[config.mk]
export PLATFORM = sky130hd
export DESIGN_NAME = control_juego
export DESIGN_NICKNAME = d
export VERILOG_FILES = /design/src/rtl/heroe_pkg.sv /design/src/rtl/detector_flanco.sv /design/src/rtl/control_juego.sv
export SDC_FILE = /design/constraint.sdc
export NUM_CORES = 1
export LEC_CHECK = 0
export BUFFER_PORTS_ARGS = -buffer_cell sky130_fd_sc_hd__buf_4
export CAP_MARGIN = 10
export CORE_MARGIN = 8
export CORE_UTILIZATION = 56
export DETAILED_ROUTE_END_ITERATION = 7
export GPL_ROUTABILITY_DRIVEN = 0
export PLACE_DENSITY = 0.91
export SLEW_MARGIN = 20
export SYNTH_ARGS = -nofsm -noshare
export SYNTH_HDL_FRONTEND = slang
export SYNTH_SLANG_ARGS = --single-unit
[constraint.sdc]
create_clock -name clk -period 2.95 [get_ports clk]
set_input_delay 0.4425 -clock clk [delete_from_list [all_inputs] [get_ports clk]]
set_output_delay 0.4425 -clock clk [all_outputs]
set_load 0.1 [all_outputs]
[src/rtl/heroe_pkg.sv]
// Shared definitions for the HEROE game: state codes, win/lose codes and default timing.
package heroe_pkg;

    typedef enum logic [2:0] {
        OFF  = 3'd0,
        WLCM = 3'd1,
        CH   = 3'd2,
        GAME = 3'd3,
        WL   = 3'd4,
        PA   = 3'd5
    } estado_t;

    localparam logic [1:0] JUGANDO = 2'b00;
    localparam logic [1:0] GANO    = 2'b10;
    localparam logic [1:0] PERDIO  = 2'b01;

    localparam int unsigned TIMER_W       = 27;
    localparam int unsigned T_WLCM_DEF    = 54000000;
    localparam int unsigned T_WL_DEF      = 81000000;
    localparam int unsigned VIDAS_DEF     = 3;
    localparam int unsigned INV_TICKS_DEF = 2;
    localparam int unsigned N_PERS_DEF    = 4;

endpackage

[src/rtl/detector_flanco.sv]
// Two-flop synchronizer followed by a rising-edge detector; pulso is high for one clk.
module detector_flanco (
    input  logic clk,
    input  logic rst_n,
    input  logic din,
    output logic pulso
);

    logic s1_q, s2_q, prev_q;

    always_ff @(posedge clk or negedge rst_n) begin
        if (!rst_n) begin
            s1_q   <= 1'b0;
            s2_q   <= 1'b0;
            prev_q <= 1'b0;
        end else begin
            s1_q   <= din;
            s2_q   <= s1_q;
            prev_q <= s2_q;
        end
    end

    assign pulso = s2_q & ~prev_q;

endmodule

[src/rtl/control_juego.sv]
// HEROE game sequencer: state, lives, hit detection and timed screens.
// Optional VIDA_EXTRA_EN: bonus pickups add a life during GAME.
module control_juego
    import heroe_pkg::*;
#(
    parameter int unsigned T_WLCM    = T_WLCM_DEF,
    parameter int unsigned T_WL      = T_WL_DEF,
    parameter int unsigned VIDAS     = VIDAS_DEF,
    parameter int unsigned INV_TICKS = INV_TICKS_DEF,
    parameter int unsigned N_PERS    = N_PERS_DEF
) (
    input  logic        clk,
    input  logic        rst_n,
    input  logic        btn_start,
    input  logic        btn_pausa,
    input  logic        btn_sel,
    input  logic        btn_power,
    input  logic        clk_obstaculos,
    input  logic [20:0] display_obs,
    input  logic [6:0]  heroe_seg,
    input  logic [1:0]  mundo,
    input  logic        bono_tomado,
    output logic [2:0]  presente,
    output logic [1:0]  W_or_L,
    output logic [2:0]  vidas,
    output logic [2:0]  personaje,
    output logic        golpe
);

    localparam logic [TIMER_W-1:0] WLCM_FIN  = TIMER_W'(T_WLCM - 1);
    localparam logic [TIMER_W-1:0] WL_FIN    = TIMER_W'(T_WL - 1);
    localparam logic [2:0]         VIDAS_INI = 3'(VIDAS);
    localparam logic [2:0]         INV_INI   = 3'(INV_TICKS);
    localparam logic [2:0]         PERS_MAX  = 3'(N_PERS - 1);

    logic ev_start, ev_pausa, ev_sel, ev_power, ev_tick, ev_bono;

    detector_flanco u_start (.clk(clk), .rst_n(rst_n), .din(btn_start),      .pulso(ev_start));
    detector_flanco u_pausa (.clk(clk), .rst_n(rst_n), .din(btn_pausa),      .pulso(ev_pausa));
    detector_flanco u_sel   (.clk(clk), .rst_n(rst_n), .din(btn_sel),        .pulso(ev_sel));
    detector_flanco u_power (.clk(clk), .rst_n(rst_n), .din(btn_power),      .pulso(ev_power));
    detector_flanco u_tick  (.clk(clk), .rst_n(rst_n), .din(clk_obstaculos), .pulso(ev_tick));

    estado_t            estado_q;
    logic [1:0]         wl_q;
    logic [2:0]         vidas_q, pers_q, inv_q;
    logic               golpe_q;
    logic [TIMER_W-1:0] timer_q, timer_inc;

    logic       choque, acepta;
    logic [2:0] inv_d, vidas_nueva;

`ifdef VIDA_EXTRA_EN
    detector_flanco u_bono (.clk(clk), .rst_n(rst_n), .din(bono_tomado), .pulso(ev_bono));
    logic unused_obs;
    assign unused_obs = ^display_obs[20:7];
`else
    assign ev_bono = 1'b0;
    logic unused_obs;
    assign unused_obs = ^{display_obs[20:7], bono_tomado, ev_bono};
`endif

    assign timer_inc = (timer_q == '1) ? timer_q : timer_q + 1'b1;
    assign choque    = (display_obs[6:0] & heroe_seg) != 7'd0;
    // Invulnerability window suppresses the collision check entirely.
    assign acepta    = ev_tick && (inv_q == 3'd0) && choque && (vidas_q != 3'd0);

    always_comb begin
        inv_d = inv_q;
        if (ev_tick) begin
            if (inv_q != 3'd0) begin
                inv_d = inv_q - 3'd1;
            end else if (acepta) begin
                inv_d = INV_INI;
            end
        end
    end

    always_comb begin
        vidas_nueva = vidas_q;
`ifdef VIDA_EXTRA_EN
        // A same-cycle hit and bonus cancel out.
        if (acepta && !ev_bono) begin
            vidas_nueva = vidas_q - 3'd1;
        end else if (!acepta && ev_bono && vidas_q != 3'd7) begin
            vidas_nueva = vidas_q + 3'd1;
        end
`else
        if (acepta) begin
            vidas_nueva = vidas_q - 3'd1;
        end
`endif
    end

    always_ff @(posedge clk or negedge rst_n) begin
        if (!rst_n) begin
            estado_q <= OFF;
            wl_q     <= JUGANDO;
            vidas_q  <= VIDAS_INI;
            pers_q   <= 3'd0;
            inv_q    <= 3'd0;
            golpe_q  <= 1'b0;
            timer_q  <= '0;
        end else begin
            golpe_q <= 1'b0;
            timer_q <= timer_inc;
            if (ev_power) begin
                estado_q <= (estado_q == OFF) ? WLCM : OFF;
                wl_q     <= JUGANDO;
                timer_q  <= '0;
            end else begin
                case (estado_q)
                    OFF: if (ev_start) begin
                        estado_q <= WLCM;
                        timer_q  <= '0;
                    end
                    WLCM: if (timer_q == WLCM_FIN) begin
                        estado_q <= CH;
                        timer_q  <= '0;
                    end
                    CH: if (ev_start) begin
                        estado_q <= GAME;
                        vidas_q  <= VIDAS_INI;
                        inv_q    <= 3'd0;
                        wl_q     <= JUGANDO;
                        timer_q  <= '0;
                    end else if (ev_sel) begin
                        pers_q <= (pers_q == PERS_MAX) ? 3'd0 : pers_q + 3'd1;
                    end
                    GAME: if (mundo == 2'd3) begin
                        estado_q <= WL;
                        wl_q     <= GANO;
                        timer_q  <= '0;
                    end else begin
                        vidas_q <= vidas_nueva;
                        inv_q   <= inv_d;
                        golpe_q <= acepta;
                        if (acepta && vidas_nueva == 3'd0) begin
                            estado_q <= WL;
                            wl_q     <= PERDIO;
                            timer_q  <= '0;
                        end else if (ev_pausa) begin
                            estado_q <= PA;
                            timer_q  <= '0;
                        end
                    end
                    PA: if (ev_pausa) begin
                        estado_q <= GAME;
                        timer_q  <= '0;
                    end
                    WL: if (timer_q == WL_FIN) begin
                        estado_q <= CH;
                        wl_q     <= JUGANDO;
                        vidas_q  <= VIDAS_INI;
                        timer_q  <= '0;
                    end
                    default: begin
                        estado_q <= OFF;
                        timer_q  <= '0;
                    end
                endcase
            end
        end
    end

    assign presente  = estado_q;
    assign W_or_L    = wl_q;
    assign vidas     = vidas_q;
    assign personaje = pers_q;
    assign golpe     = golpe_q;

endmodule

==> results of run 1 <==
## synth_stat cells (4+ instances only)
| cell type | instances | area, um^2 |
|---|---|---|
| inv_1 | 10 | 37.5 |
| and3_1 | 7 | 43.8 |
| xnor2_1 | 14 | 123 |
| dfrtp_1 | 55 | 1380 |
| nor2_1 | 48 | 180 |
| nand2b_1 | 6 | 37.5 |
| nand4_1 | 8 | 50.1 |
| ha_1 | 6 | 75.1 |
| nand3_1 | 9 | 45.0 |
| a21oi_1 | 10 | 50.1 |
| o21ai_0 | 8 | 40.0 |
| nor2b_1 | 4 | 25.0 |
| buf_2 | 5 | 25.0 |
| xor2_1 | 11 | 96.3 |
| nor3_1 | 8 | 40.0 |
| nand2_1 | 20 | 75.1 |
## worst max-delay path, stage by stage (launching register included)
cell and delay, ns:
dfstp_2 0.55, inv_1 0.08, ha_1 0.26, xor2_1 0.15, or4_1 0.53, o211ai_1 0.26, nand4_2 0.19, nand2_2 0.24
buf_4 0.23, nor2_1 0.07
## registers in the layout, indices dropped and copies added, names as in the netlist, 2 cells and up
name,flops
timer_q,27
inv_q,3
personaje,3
presente,3
vidas,3
W_or_L,2
## path summary, 6_finish.rpt
check	cells after the start	slack, ns	endpoint	start
min in group clk	1	0.21	u_start.s1_q$_DFF_PN0_	btn_start
worst max-delay path	9	0.28	timer_q[8]$_DFF_PN0_	vidas[0]$_DFFE_PN1P_
worst min-delay path	1	0.14	personaje[2]$_DFFE_PN0P_	rst_n
worst max register to register	9	0.28	timer_q[8]$_DFF_PN0_	vidas[0]$_DFFE_PN1P_
max in group asynchronous	1	2.34	timer_q[20]$_DFF_PN0_	rst_n
worst min register to register	0	0.35	u_tick.s2_q$_DFF_PN0_	u_tick.s1_q$_DFF_PN0_
## cell type report
class,count,area share
sequential,57,0.414
multi-input combinational,217,0.398
timing repair buffer,36,0.0783
clock buffer,10,0.0399
clock inverter,6,0.0334
tap,70,0.0254
inverter,10,0.0109
## cells by family (layout without fill, tap and decap cells)
kind of cell / Yosys count / in the layout / share of synthesized area
xor gates and xnor gates: 25 / 25 / 0.0762
buffers and inverters: 17 / 62 / 0.0244
AOI/OAI and AO/OA: 41 / 41 / 0.0945
and+or+nand+nor: 141 / 141 / 0.267
muxes: 4 / 4 / 0.0144
DFF: 57 / 57 / 0.497
adders and majority gates: 6 / 6 / 0.0261
## per-layer routing
| layer | part of all wire | vias up | wire (um) |
|---|---|---|---|
| li1 | - | 1118 | - |
| met1 | 0.42 | 1143 | 2700 |
| met2 | 0.50 | 63 | 3200 |
| met3 | 0.051 | 11 | 327 |
| met4 | 0.024 | 0 | 151 |
| met5 | 0 | - | 0 |
## power by group through the flow
stage                     Clock, mW  Combinational (mW)  Sequential, mW
after floorplan                   0               0.483            1.23
after global placement            0               0.942           0.983
after detailed placement          0               0.966           0.990
after CTS                     0.928               0.972           0.977
after global routing          0.960                1.06           0.996
final                         0.914               0.973           0.981
==> results.md, run 1 <==
* Post-synth EDFFs at 0
* Syn Std Cell Area at between 0.002 and 0.003 mm^2
* GR peak layer: met2
* Seq/Total Area, Yosys at 0.497
* Drt wl/cell at ~16 um
* Cell area after layout at 0.00345 mm^2
* Vias in the first global route at between 2k and 2.5k
* Final min period at approximately 2.7 ns
* DR pass1 iterations at 4
* Num CTS Buffers at 9
* Nets@finish at between 300 and 400
* Top_reg_cell synth: dfrtp_1
* CP Capture Type: flop
* CTS clk-pin slew, worst paths at ~0.070 ns
* Seq cells post-synth at 57
* Final Instance Count excl. Fillers at 406
* Most frequent cells in the layout: 55 x dfrtp_1, 48 x nor2_1, 36 x buf_4, 20 x nand2_1, 14 x xnor2_1
* # fillers at 385
* Status: complete, no violations
* Final-report hold violation count at 0
* Setup bufs post-CTS at 0
* Syn Area/Cell at just under 10 um^2
* IO Count at 50
* Cell variety after synth at between 50 and 60
* CTS tree: done
* IO buf count at 34
* Max FO, Critical Path at 12
* Hold WC Path Type: input pin to asynchronous set/reset pin
* Starting DRT DRC Count at between 100 and 150
* GRT met3 Usage at 0.0507
* Pint at approximately 1.7 mW
* N_diodes at 0
* Die Width at between 80 and 90 um
* Sink Count at 57
* Endpoints failing setup at 0
* Antenna violations before repair at 0
* Kind of start point of the critical path: flop
* Die height at 87.6 um
* Post-route setup TNS at 0 ns
* Pleak at 1.53 nW
* Post-cts resize count at 0
* CP required at between 3 and 4 ns
* Syn nets at between 300 and 400
* Async set or reset register ratio after synthesis at 1.00
* Worst slack, placed at 0.331 ns
* Layout cell share with drive strength beyond 1 at 0.188
* GRT Util Overall at 0.184
* Logic pwr share at 0.339
* Largest net degree at the start of global routing at a little under 60
* Final hold slack at between 0.1 and 0.15 ns
* Vias at approximately 2.3k
* Core Rows at 26
* Area growth syn-to-layout at 20.1%
* DRT antenna net count at 0
* Max frequency at approximately 0.37 GHz
* Worst Skew at between 0.008 and 0.009 ns
* Power per cell area at just over 800 mW/mm^2
* HPWL after DPL at approximately 4.3 mm
* Initial core utilization at 0.570
* Worst-case clock buffer depth at 2
* Worst Tran Pin Value at 0.690 ns
* Period utilization at 0.904
* Mapped Cells at a little under 300
* Net Sw Frac at 0.390
* H-tree Lvls at 3
* Slew Viols, Final at 0
* Psw at 1.12 mW
* CP Class: flop to flop
* Fraction of power consumed by the clock network at 0.319
* Placed cells at 390
* Congestion Overflow GR at 0
* CTS Hold Bufs at 0
* VDD IR max at 0.614 mV
* Yosys Warn Count at 0
* Multi-input logic area at ~0.0014 mm^2
* Global-route wire length before repair at ~11 mm
* Met1 GRT Util at 0.220
* Post-DR vias/cell at roughly 5.8
* Critical Path AT at approximately 2.9 ns
* Seq pwr share at 0.342
* Root Driver: clkbuf_8
* Routed WL at 6.38 mm
* Core box area at slightly above 0.005 mm^2
* Placed Area at roughly 0.0032 mm^2
* Max Cap Violations at 0
* Commonest non-fill, non-tap cell in the layout: dfrtp_1
* Met2 Use GR at 0.294
* DR DRC count at 0
* Clk_lat worst skew at 0.34 ns
* Final core occ at 0.684
* Tot Pwr at 2.87 mW
* RSZ-0062 raised after global routing: no
* Reg area at 0.00143 mm^2
* Full die area at approximately 0.0077 mm^2
* Slew Limit Headroom at 0.540
* Post-route setup slack at between 0.2 and 0.3 ns
Note: power is estimated with default switching activity, not from simulation.
==> run 2, diff against run 1 <==
- SKIP_CTS_REPAIR_TIMING: unset -> 1
- clock period: 2.95 -> 2.81 ns (I/O delays scaled with it)
==> run 2 against run 1 <==
Critical path type unchanged. Largest cell class unchanged. Count of clock-buffer cells in the layout decreased by 1. Final cell count increased by 0.25%. Largest power group is now combinational cells. Non-clock buffer count increased by 1.
==> results.md, run 2 (synthesis gave the netlist of run 1 again) <==
* Period utilization at 0.944
* Slew Viols, Final at 0
* Worst slack, placed at ~0.19 ns
* Congestion Overflow GR at 0
* CP Class: flop to flop
* GRT met3 Usage at 0.0478
* Tot Pwr at about 2.9 mW
* DR pass1 iterations at 4
* Pleak at around 1.5 nW
* VDD IR max at between 0.6 and 0.7 mV
* RSZ-0062 raised after global routing: no
* Worst path cell trace: inv_1 -> ha_1 -> xor2_1 -> or4_4 -> o211ai_1 -> nand4_2 -> or3_1 -> a21oi_1
* Critical Path AT at roughly 2.9 ns
* Net Sw Frac at 0.414
* Slew Limit Headroom at 0.533
* Routed WL at a little over 6 mm
* Largest net degree at the start of global routing at 58
* Sink Count at between 50 and 60
* Core box area at ~0.0050 mm^2
* DRT antenna net count at 0
* DR DRC count at 0
* Initial core utilization at 0.570
* GRT Util Overall at 0.179
* Final core occ at 0.680
* Psw at between 1 and 1.5 mW
* Max frequency at 0.377 GHz
* Vias at between 2k and 2.5k
* CP required at between 3 and 4 ns
* Post-DR vias/cell at between 5 and 6
* Fraction of power consumed by the clock network at 0.269
* Drt wl/cell at approximately 15 um
* Seq pwr share at 0.360
* H-tree Lvls at 3
* Pint at roughly 1.7 mW
* Commonest non-fill, non-tap cell in the layout: dfrtp_1
* Worst Tran Pin Value at 0.701 ns
* Worst Skew at around 0.0046 ns
* Logic pwr share at 0.371
* Kind of start point of the critical path: flop
* Final-report hold violation count at 0
* HPWL after DPL at between 4 and 5 mm
* Most frequent cells in the layout: 55 x dfrtp_1, 48 x nor2_1, 36 x buf_4, 20 x nand2_1, 14 x xnor2_1
* Placed cells at between 300 and 400
* Post-route setup slack at about 0.16 ns
* Antenna violations before repair at 0
* Global-route wire length before repair at roughly 11 mm
* Most flop-heavy register: timer_q
* Power per cell area at between 800 and 900 mW/mm^2
* CP top delay family: simple AND/OR/NAND/NOR gates
* Vias in the first global route at 2,415
* Max Cap Violations at 0
* CTS clk-pin slew, worst paths at 0.07 ns
* Worst-case clock buffer depth at 2
* Clk_lat worst skew at ~0.34 ns
* Endpoints failing setup at 0
* CP Capture Type: flop
* Largest stage delay, worst path at between 0.6 and 0.7 ns
* Die height at between 80 and 90 um
* IO Count at 50
* Core Rows at 26
* GR peak layer: met2
* Nets@finish at approximately 380
* # fillers at about 380
* Final Instance Count excl. Fillers at just over 400
* Final min period at roughly 2.7 ns
* Post-route setup TNS at 0 ns
* Starting DRT DRC Count at around 160
* CP Buf/Inv Count at 1
* Met2 Use GR at 0.293
* Area growth syn-to-layout at 19.4%
* Full die area at about 0.0077 mm^2
* Number of flip-flops under the largest register name at 27
* Root Driver: clkbuf_8
* Layout cell share with drive strength beyond 1 at 0.193
* N_diodes at 0
* Slowest CP cell: dfstp_4
* CTS tree: done
* Status: complete, no violations
* Hold WC Path Type: input pin to asynchronous set/reset pin
* Die Width at around 88 um
* Num CTS Buffers at 9
* Met1 GRT Util at 0.211
* Max FO, Critical Path at 3
* IO buf count at 34
==> run 2: cell types whose count changed in the layout (fill, tap and decap cells not counted), sizes merged <==
cell,previous run,this run
clkbuf,10,9
clkinvlp,1,2
inv,10,11
bufinv,3,1
buf,36,37
clkinv,2,3
==> run 2: area by class of cell <==
| cell class | count | area [um^2] | area share |
|---|---|---|---|
| inverter | 10 | 37.5 | 0.0109 |
| tap | 70 | 87.6 | 0.0255 |
| multi-input combinational | 217 | 1380 | 0.402 |
| clock inverter | 7 | 80.1 | 0.0233 |
| timing repair buffer | 37 | 290 | 0.0846 |
| clock buffer | 9 | 124 | 0.0361 |
| sequential | 57 | 1430 | 0.418 |
==> run 2: layer usage <==
layer / up-vias / wire [um]
met2: 52 / 3040
met5: - / 0
met1: 1191 / 2710
met3: 14 / 236
met4: 0 / 153
li1: 1109 / -
==> run 2: path summary, 6_finish.rpt <==
kind | from | depth (start not counted) | slack, ns | end
min reg2reg | u_sel.s1_q$_DFF_PN0_ | 0 | 0.35 | u_sel.s2_q$_DFF_PN0_
max reg2reg | vidas[0]$_DFFE_PN1P_ | 8 | 0.16 | presente[1]$_DFFE_PN0P_
max | vidas[0]$_DFFE_PN1P_ | 8 | 0.16 | presente[1]$_DFFE_PN0P_
min in group clk | btn_pausa | 1 | 0.19 | u_pausa.s1_q$_DFF_PN0_
max in group asynchronous | rst_n | 1 | 2.21 | inv_q[2]$_DFFE_PN0P_
min | rst_n | 1 | 0.12 | personaje[2]$_DFFE_PN0P_
==> run 2: power groups by stage <==
stage               combinational (mW)  sequential (mW)  clock, mW
floorplan                        0.507             1.30          0
global placement                  1.01             1.04          0
detailed placement                1.04             1.04          0
CTS                               1.04             1.03      0.787
global route                      1.16             1.05      0.820
finish                            1.06             1.03      0.771
==> run 2: stage by stage <==
stage	area (um^2)	hold WS, ns
after global routing	3430	0.168
after floorplan	2880	0.126
after global placement	3210	0.333
final	3430	0.120
after CTS	3420	0.147
after detailed placement	3210	0.336
==> run 2: worst register-to-register path: stages (launching register included) <==
cell,delay [ns]
dfstp_4,0.62
inv_1,0.08
ha_1,0.25
xor2_1,0.16
or4_4,0.50
o211ai_1,0.27
nand4_2,0.17
or3_1,0.38
a21oi_1,0.14
